**src/rtl/imem_loader.sv**
```systemverilog
// Boot-time loader: takes a 4-byte big-endian length header plus payload over
// valid/ready and writes the payload bytes to instruction memory from BASE_ADDR.
module imem_loader #(
    parameter int unsigned ADDR_W    = 10,
    parameter logic [31:0] BASE_ADDR = 32'h0000_0000
) (
    input  logic        clk,
    input  logic        rst,
    input  logic        start,
    input  logic        in_valid,
    input  logic [7:0]  in_data,
    output logic        in_ready,
    output logic        mem_we,
    output logic [31:0] mem_addr,
    output logic [7:0]  mem_wdata,
    output logic        busy,
    output logic        done,
    output logic        error,
    output logic        cpu_hold,
    output logic [7:0]  checksum
);

    localparam int unsigned CNT_W = ADDR_W + 1;
    localparam logic [31:0] DEPTH = 32'(1) << ADDR_W;
    localparam logic [31:0] CAP   = DEPTH - BASE_ADDR;

    typedef enum logic [2:0] {
        S_IDLE,
        S_HDR,
        S_LOAD,
        S_FLUSH,
        S_DONE,
        S_ERR
    } state_e;

    state_e             state_q, state_d;
    logic [1:0]         hdr_cnt_q, hdr_cnt_d;
    logic [31:0]        len_q, len_d;
    logic [CNT_W-1:0]   cnt_q, cnt_d;
    logic [7:0]         csum_q, csum_d;
    logic               we_q, we_d;
    logic [31:0]        addr_q, addr_d;
    logic [7:0]         wdata_q, wdata_d;
    logic               ready_q, ready_d;
    logic               busy_q, busy_d;
    logic               done_q, done_d;
    logic               error_q, error_d;
    logic               hold_q, hold_d;

    logic               accept;
    logic [31:0]        len_shift;

    assign accept    = in_valid && ready_q;
    assign len_shift = {len_q[23:0], in_data};

    // State and output registers
    always_ff @(posedge clk) begin
        if (rst) begin
            state_q   <= S_IDLE;
            hdr_cnt_q <= 2'd0;
            len_q     <= 32'd0;
            cnt_q     <= '0;
            csum_q    <= 8'd0;
            we_q      <= 1'b0;
            addr_q    <= 32'd0;
            wdata_q   <= 8'd0;
            ready_q   <= 1'b0;
            busy_q    <= 1'b0;
            done_q    <= 1'b0;
            error_q   <= 1'b0;
            hold_q    <= 1'b0;
        end else begin
            state_q   <= state_d;
            hdr_cnt_q <= hdr_cnt_d;
            len_q     <= len_d;
            cnt_q     <= cnt_d;
            csum_q    <= csum_d;
            we_q      <= we_d;
            addr_q    <= addr_d;
            wdata_q   <= wdata_d;
            ready_q   <= ready_d;
            busy_q    <= busy_d;
            done_q    <= done_d;
            error_q   <= error_d;
            hold_q    <= hold_d;
        end
    end

    // Next-state, datapath and registered-output decode
    always_comb begin
        state_d   = state_q;
        hdr_cnt_d = hdr_cnt_q;
        len_d     = len_q;
        cnt_d     = cnt_q;
        csum_d    = csum_q;
        we_d      = 1'b0;
        addr_d    = addr_q;
        wdata_d   = wdata_q;

        case (state_q)
            S_IDLE, S_DONE, S_ERR: begin
                if (start) begin
                    state_d   = S_HDR;
                    hdr_cnt_d = 2'd0;
                    cnt_d     = '0;
                    csum_d    = 8'd0;
                end
            end
            S_HDR: begin
                if (accept) begin
                    len_d     = len_shift;
                    hdr_cnt_d = hdr_cnt_q + 2'd1;
                    if (hdr_cnt_q == 2'd3) begin
                        if (len_shift == 32'd0)     state_d = S_DONE;
                        else if (len_shift > CAP)   state_d = S_ERR;
                        else                        state_d = S_LOAD;
                    end
                end
            end
            S_LOAD: begin
                if (accept) begin
                    we_d    = 1'b1;
                    addr_d  = BASE_ADDR + 32'(cnt_q);
                    wdata_d = in_data;
                    csum_d  = csum_q + in_data;
                    cnt_d   = cnt_q + CNT_W'(1);
                    if (32'(cnt_q) + 32'd1 == len_q) state_d = S_FLUSH;
                end
            end
            S_FLUSH: state_d = S_DONE;
            default: state_d = S_IDLE;
        endcase

        // Status outputs are a pure function of the state being entered
        ready_d = (state_d == S_HDR) || (state_d == S_LOAD);
        busy_d  = ready_d || (state_d == S_FLUSH);
        done_d  = (state_d == S_DONE);
        error_d = (state_d == S_ERR);
        hold_d  = busy_d || error_d;
    end

    assign in_ready  = ready_q;
    assign mem_we    = we_q;
    assign mem_addr  = addr_q;
    assign mem_wdata = wdata_q;
    assign busy      = busy_q;
    assign done      = done_q;
    assign error     = error_q;
    assign cpu_hold  = hold_q;
    assign checksum  = csum_q;

endmodule

```
**config.mk**
```make
export PLATFORM = sky130hd
export DESIGN_NAME = imem_loader
export DESIGN_NICKNAME = d
export VERILOG_FILES = /design/src/rtl/imem_loader.sv
export SDC_FILE = /design/constraint.sdc
export NUM_CORES = 1
export LEC_CHECK = 0
export CORE_UTILIZATION = 48
export CTS_CLUSTER_SIZE = 40
export DETAILED_ROUTE_END_ITERATION = 12
export PLACE_DENSITY = 0.76
export SYNTH_ARGS = -nofsm -noshare
export SYNTH_HDL_FRONTEND = slang
export SYNTH_SLANG_ARGS = --single-unit
```
**constraint.sdc**
```tcl
create_clock -name clk -period 2.3 [get_ports clk]
set_input_delay 0.345 -clock clk [delete_from_list [all_inputs] [get_ports clk]]
set_output_delay 0.345 -clock clk [all_outputs]
set_load 0.1 [all_outputs]
```
==> metrics.csv, run 1 <==
stage,metric,value,unit
outcome,status,"complete, but fails checks",
outcome,violations,setup timing,
logic_synthesis,syn_inst,511,
setup_path,timing.rr.start,len_q[29],
final_layout,final_util,64.3,%
route,ant_nets,0,
power,peakVddDrop,0.273,mV
global_routing,grt_overflow,0,
logic_synthesis,yosysUniqueCellTypes,54,
floorplan,die_h,92.6,µm
route,drt-initial-drc-count,244,
global_routing,grt_pass1_wl,16700,µm
cts,cts-hold-fix-buffers,0,
final_layout,antennaDiodeCount,0,
sta,hold_ws,392,ps
sta,worstMarginPinSlew,702,ps
cts,clk_pin_slew,80,ps
setup_path,endpoint_kind,flop,
final_layout,final_cell_area,5040,µm²
place,portBuffers,44,
global_routing,first_global_vias,3635,
final_layout,areaGrowthSynthToFinish,28.1,%
power,p_leak,2.04,nW
route,viasPerCell,5.56,
cts,root_buffer,clkbuf_8,
sta,setup_slack,-133,ps
sta,timing.fmax,411,MHz
sta,setup_violations,3,
logic_synthesis,yosys_warnings,0,
power,power_density,575,nW/µm²
floorplan,core_region_area,7850,µm²
logic_synthesis,synth_area_leaders,"dfxtp_1, nand2_1, a21oi_1",
sta,layout_min_cycle_time,2430,ps
run,cap_violations,0,
cts,cts.sinks,81,
setup_path,cp.required,2530,ps
logic_synthesis,synth.avg_cell_area,7.71,µm²
logic_synthesis,synth_top_area_cell,dfxtp_1,
hold_path,hold_depth,4,
floorplan,row_count,32,
cts,numCtsBuffers,9,
setup_path,r2r-end,in_ready,
floorplan,dieArea,8570,µm²
sta,worst_slew_margin_rel,52.8,%
sta,finalCritPeriodShare,106,%
logic_synthesis,synth-edff-count,0,
place,dpl-instance-area,4690,µm²
place,dpl.hpwl,6980,µm
setup_path,startpoint_type,flop,
floorplan,die_w,92.6,µm
logic_synthesis,netlist_area,3940,µm²
setup_path,setup.worst_path.start,len_q[29],
place,place_congestion,0.900,
final_layout,drive_gt1_share,23.4,%
sta,rsz0062_at_grt,yes,
route,routedWlPerCell,14.5,µm
route,firstDrtPassIters,5,
logic_synthesis,yosys.area.top_type_share,41.2,%
hold_path,hp-class,input port to flop,
hold_path,min_from,rst,
setup_path,crit_path_top_delay_cell,or4_4,
setup_path,arrival,2660,ps
route,via_count,3868,
setup_path,cp_common_cell,a2111o_1,
setup_path,path_cells,nor4_4 -> buf_4 -> nand4_1 -> or4_4 -> a2111o_1 -> a2111o_1 -> nor4b_4,
logic_synthesis,synth_seq_area_share,41.2,%
setup_path,reg2reg_depth,7,
final_layout,layout.nets,611,
global_routing,antenna_found_initial,0,
cts,clock_path_buffers,2,
route,drc_errors,0,
sta,hold_viol_final,0,
sta,finalSetupTns,-290,ps
floorplan,pin_count,66,
global_routing,grt_max_degree,49,
cts,h-tree-depth,3,
setup_path,crit_family,simple AND/OR/NAND/NOR gates,
setup_path,path_class,flop to flop,
cts,cts_tree,built,
setup_path,cpPeakStageDelay,440,ps
setup_path,critPathMaxFanout,3,
route,drt-total-wl,10100,µm
sta,finalMaxSlewViolations,0,
cts,clk_latency,360,ps
setup_path,r2r_slack,-130,ps
global_routing,grt.total_usage,24.5,%
logic_synthesis,synth_seq_cells,81,
hold_path,min_to,checksum[6],
setup_path,path_buf_inv,1,
logic_synthesis,ys.flop_type,dfxtp_1,
place,dp_slack,-467,ps
logic_synthesis,synthArstFlopShare,0,%
sta,worst_clock_skew,7.75,ps
floorplan,start_util,50.2,%
per-layer routing:
metal | up-vias | global-route usage (%) | share of wire [%]
met1 | 1811 | 30.3 | 43
li1 | 1884 | - | -
met2 | 146 | 40.1 | 49
met4 | 0 | 15.0 | 3.3
met5 | - | 0 | 0
met3 | 27 | 3.61 | 5.1
cells in the final DEF (no fill, tap or decap), types with 3 or more instances in the layout:
master / netlist / final
a21o_1: 3 / 3
a21oi_1: 77 / 76
and2_1: 3 / 3
and3_1: 6 / 6
buf_4: 21 / 91
clkbuf_1: 32 / 3
clkbuf_8: 0 / 10
clkdlybuf4s50_1: 0 / 9
conb_1: 1 / 21
dfxtp_1: 81 / 67
dfxtp_2: 0 / 12
ha_1: 9 / 8
inv_1: 5 / 5
nand2_1: 122 / 121
nand2b_1: 4 / 3
nand3_1: 13 / 11
nand4_1: 5 / 5
nor2_1: 27 / 27
nor3_1: 6 / 5
nor4_1: 12 / 7
nor4_4: 0 / 4
o211ai_1: 3 / 3
o21ai_0: 12 / 12
o31ai_1: 3 / 3
or3_1: 7 / 6
xnor2_1: 7 / 7
xor2_1: 11 / 11
worst min-delay path: stages:
cell     delay, ps
buf_2          110
inv_1           90
nand4_1         90
o31ai_1         60
synthesized netlist by cell type, types with 2 or more instances:
cell type / count
and4_1: 2
nand2b_1: 4
or4_1: 2
nor4b_1: 3
a22oi_1: 2
nor4_1: 12
nand2_1: 122
a21o_1: 3
inv_1: 5
nor2b_1: 2
nand4b_1: 2
o21ai_0: 12
buf_4: 21
buf_1: 2
nand3_1: 13
or3_1: 7
and3_1: 6
o211ai_1: 3
nand3b_1: 2
ha_1: 9
nor3_1: 6
dfxtp_1: 81
and2_1: 3
xnor2_1: 7
xor2_1: 11
clkbuf_1: 32
o31ai_1: 3
a21oi_1: 77
a2111o_1: 2
nor2_1: 27
nand4_1: 5
sequential cells by signal (all words and copies together) (netlist names):
register / cells
len_q: 32
hdr_cnt_q: 2
in_ready: 1
state_q: 3
busy: 1
mem_wdata: 8
mem_we: 1
done: 1
mem_addr: 11
checksum: 8
cpu_hold: 1
cnt_q: 11
error: 1
layout make-up:
type | instances | area [µm²]
clock inverter | 3 | 65.1
fill | 710 | 2800
timing repair buffer | 103 | 807
inverter | 5 | 18.8
sequential | 81 | 1640
clock buffer | 13 | 149
tap | 102 | 128
multi-input combinational | 389 | 2230
where the power goes:
part,leakage (nW),switching (mW),internal (mW)
clock,0.108,0.507,0.642
sequential,0.661,0.00773,1.41
combinational,1.27,0.266,0.0714
total,2.04,0.780,2.12
through the flow:
| stage | instances | power (mW) |
|---|---|---|
| after global placement | 678 | 1.77 |
| after global routing | 696 | 3.00 |
| final | 696 | 2.90 |
| after detailed placement | 678 | 1.78 |
| after floorplan | 531 | 1.72 |
| after CTS | 695 | 2.91 |
how the worst max path moves through the flow:
| stage | to | slack, ps | cells past startpoint |
|---|---|---|---|
| final | in_ready | -130 | 7 |
| after global routing | in_ready | -190 | 7 |
| after CTS | in_ready | -180 | 6 |
| after detailed placement | in_ready | -470 | 7 |
| after global placement | in_ready | -360 | 7 |
| after floorplan | in_ready | -50 | 6 |
cells by family after synthesis:
family | count (synthesis) | synth area share (%)
DFF | 81 | 41.2
xor gates and xnor gates | 18 | 4.00
and+or+nand+nor | 223 | 26.2
buffers and inverters | 61 | 7.85
other | 1 | 0.0952
AOI/OAI and AO/OA | 116 | 17.0
muxes | 1 | 0.286
adders and majority gates | 10 | 3.37
what timing repair did:
action	CTS	global route
setup endpoints to repair	4	4
gates resized for setup	7	18
pin swaps	9	11
buffers inserted	1	1
Note: power is estimated with default switching activity, not from simulation.
==> run 2, diff against run 1 <==
--- a/config.mk
+++ b/config.mk
@@ -6,6 +6,7 @@
 export NUM_CORES = 1
 export LEC_CHECK = 0
 export CORE_UTILIZATION = 48
+export CTS_CLUSTER_DIAMETER = 150
 export CTS_CLUSTER_SIZE = 40
 export DETAILED_ROUTE_END_ITERATION = 12
 export PLACE_DENSITY = 0.76
==> results of run 2 <==
Final layout, timing and power as in run 1 (identical DEF).
==> run 3, diff against run 2 <==
--- a/config.mk
+++ b/config.mk
@@ -5,6 +5,7 @@
 export SDC_FILE = /design/constraint.sdc
 export NUM_CORES = 1
 export LEC_CHECK = 0
+export CORE_ASPECT_RATIO = 1.75
 export CORE_UTILIZATION = 48
 export CTS_CLUSTER_DIAMETER = 150
 export CTS_CLUSTER_SIZE = 40
==> metrics.csv, run 3 (synthesis results as in run 1) <==
stage,metric,value,unit,change
sta,layout_min_cycle_time,2390,ps,was 2430 ps
final_layout,drive_gt1_share,22.2,%,was 23.4%
floorplan,pin_count,66,,unchanged
route,drt-total-wl,10500,µm,was 10100 µm
cts,clk_pin_slew,60,ps,was 80 ps
route,viasPerCell,5.59,,was 5.56
final_layout,areaGrowthSynthToFinish,28.3,%,was 28.1%
route,ant_nets,0,,unchanged
power,p_leak,2.04,nW,about the same
final_layout,layout_common_cells,"nand2_1, buf_4, a21oi_1",,unchanged
global_routing,grt_overflow,0,,unchanged
setup_path,startpoint_type,flop,,unchanged
global_routing,grt.total_usage,26.4,%,was 24.5%
sta,hold_ws,454,ps,was 392 ps
final_layout,final_util,63.5,%,was 64.3%
global_routing,grt_max_degree,49,,unchanged
hold_path,hold_depth,2,,was 4
run,cap_violations,0,,unchanged
sta,finalMaxSlewViolations,0,,unchanged
outcome,status,"complete, but fails checks",,unchanged
power,power_density,637,nW/µm²,was 575 nW/µm²
floorplan,row_count,43,,was 32
global_routing,grt_pass1_wl,17300,µm,was 16700 µm
final_layout,layout.nets,606,,was 611
hold_path,hp-class,flop to flop,,was input port to flop
power,peakVddDrop,0.579,mV,was 0.273 mV
floorplan,core_region_area,7960,µm²,was 7850 µm²
setup_path,critPathMaxFanout,3,,unchanged
cts,h-tree-depth,3,,unchanged
route,drt-initial-drc-count,255,,was 244
floorplan,dieArea,8590,µm²,was 8570 µm²
place,dpl.hpwl,7440,µm,was 6980 µm
final_layout,fill_cells,679,,was 710
final_layout,layout_commonest_cell,nand2_1,,unchanged
outcome,violations,"DRC, setup timing",,was setup timing
cts,root_buffer,clkbuf_16,,was clkbuf_8
route,firstDrtPassIters,8,,was 5
final_layout,stdcell_count,679,,was 696
sta,worst_clock_skew,5.90,ps,was 7.75 ps
sta,setup_violations,3,,unchanged
sta,hold_viol_final,0,,unchanged
route,drc_errors,7,,was 0
place,dpl-instance-area,4640,µm²,was 4690 µm²
cts,clock_path_buffers,2,,unchanged
route,via_count,3793,,was 3868
setup_path,path_class,flop to flop,,unchanged
place,place_inst,662,,was 678
sta,worstMarginPinSlew,657,ps,was 702 ps
cts,clk_latency,340,ps,was 360 ps
setup_path,arrival,2600,ps,was 2660 ps
cts,cts.sinks,81,,unchanged
setup_path,reg2reg_depth,6,,was 7
place,dp_slack,-469,ps,was -467 ps
global_routing,antenna_found_initial,0,,unchanged
floorplan,die_h,122,µm,was 92.6 µm
cts,numCtsBuffers,9,,unchanged
global_routing,first_global_vias,3639,,was 3635
final_layout,antennaDiodeCount,0,,unchanged
floorplan,start_util,49.5,%,was 50.2%
cts,cts_tree,built,,unchanged
place,place_congestion,0.937,,was 0.900
sta,worst_slew_margin_rel,56.2,%,was 52.8%
final_layout,final_cell_area,5050,µm²,was 5040 µm²
final_layout,top_register,len_q,,unchanged
sta,setup_slack,-94.9,ps,was -133 ps
final_layout,largest_reg_flops,32,,unchanged
route,routedWlPerCell,15.5,µm,was 14.5 µm
setup_path,endpoint_kind,flop,,unchanged
sta,finalCritPeriodShare,104,%,was 106%
sta,rsz0062_at_grt,yes,,unchanged
place,portBuffers,44,,unchanged
floorplan,die_w,70.5,µm,was 92.6 µm
setup_path,cp.required,2500,ps,was 2530 ps
sta,timing.fmax,418,MHz,was 411 MHz
## run 3: cell count changes in the layout (fill, tap and decap cells not counted), moves of 4 or more
cell       change
buf_4          -5
clkbuf_16      +9
clkbuf_8       -8
dfxtp_1        +4
dfxtp_2        -4
## run 3: what timing repair did
item,4_1_cts,5_1_grt
endpoints found under the setup margin,3,6
hold buffers,0,0
pin swaps,10,4
setup buffers,1,0
gates resized for setup,12,6
## run 3: critical path, cell delays in order, from the launching register on
cell      delay, ps
dfxtp_1         310
nand2b_4        140
or3_4           340
or4_4           530
a2111o_1        350
a2111o_1        420
nor4b_4         160
## run 3: through the flow
step                      TNS (ps)  total power, mW
after floorplan              -54.5             1.72
after global placement       -2070             1.77
after detailed placement     -2420             1.77
after CTS                     -217             3.24
after global routing          -481             3.31
final                         -162             3.22
## run 3: worst paths after layout
check,from,slack (ps),end
max reg2reg,state_q[0],-90,in_ready
max,state_q[0],-90,in_ready
min reg2reg,mem_addr[4],450,mem_addr[4]
min,mem_addr[4],450,mem_addr[4]
## run 3: cell type report
cell class / instances / area, µm² / share of cell area, %
clock buffers: 12 / 256 / 5.08
well taps: 90 / 113 / 2.23
repair buffers: 98 / 769 / 15.2
multi-input cells: 389 / 2210 / 43.6
inverters: 5 / 18.8 / 0.371
flip-flops and latches: 81 / 1640 / 32.4
clock inverters: 4 / 51.3 / 1.02
## run 3: layer usage
metal  vias up  wire (µm)  GRT usage (%)
li1       1870          -              -
met1      1822       4120           27.4
met2        79       5790           49.5
met3        22        318           5.38
met4         0        315           12.9
met5         -          0              0
## run 3: where the power goes
part	switching, mW	leakage [nW]	total, mW	internal (mW)
clock network	0.570	0.149	1.47	0.900
registers	0.00764	0.659	1.42	1.41
logic	0.264	1.23	0.330	0.0656
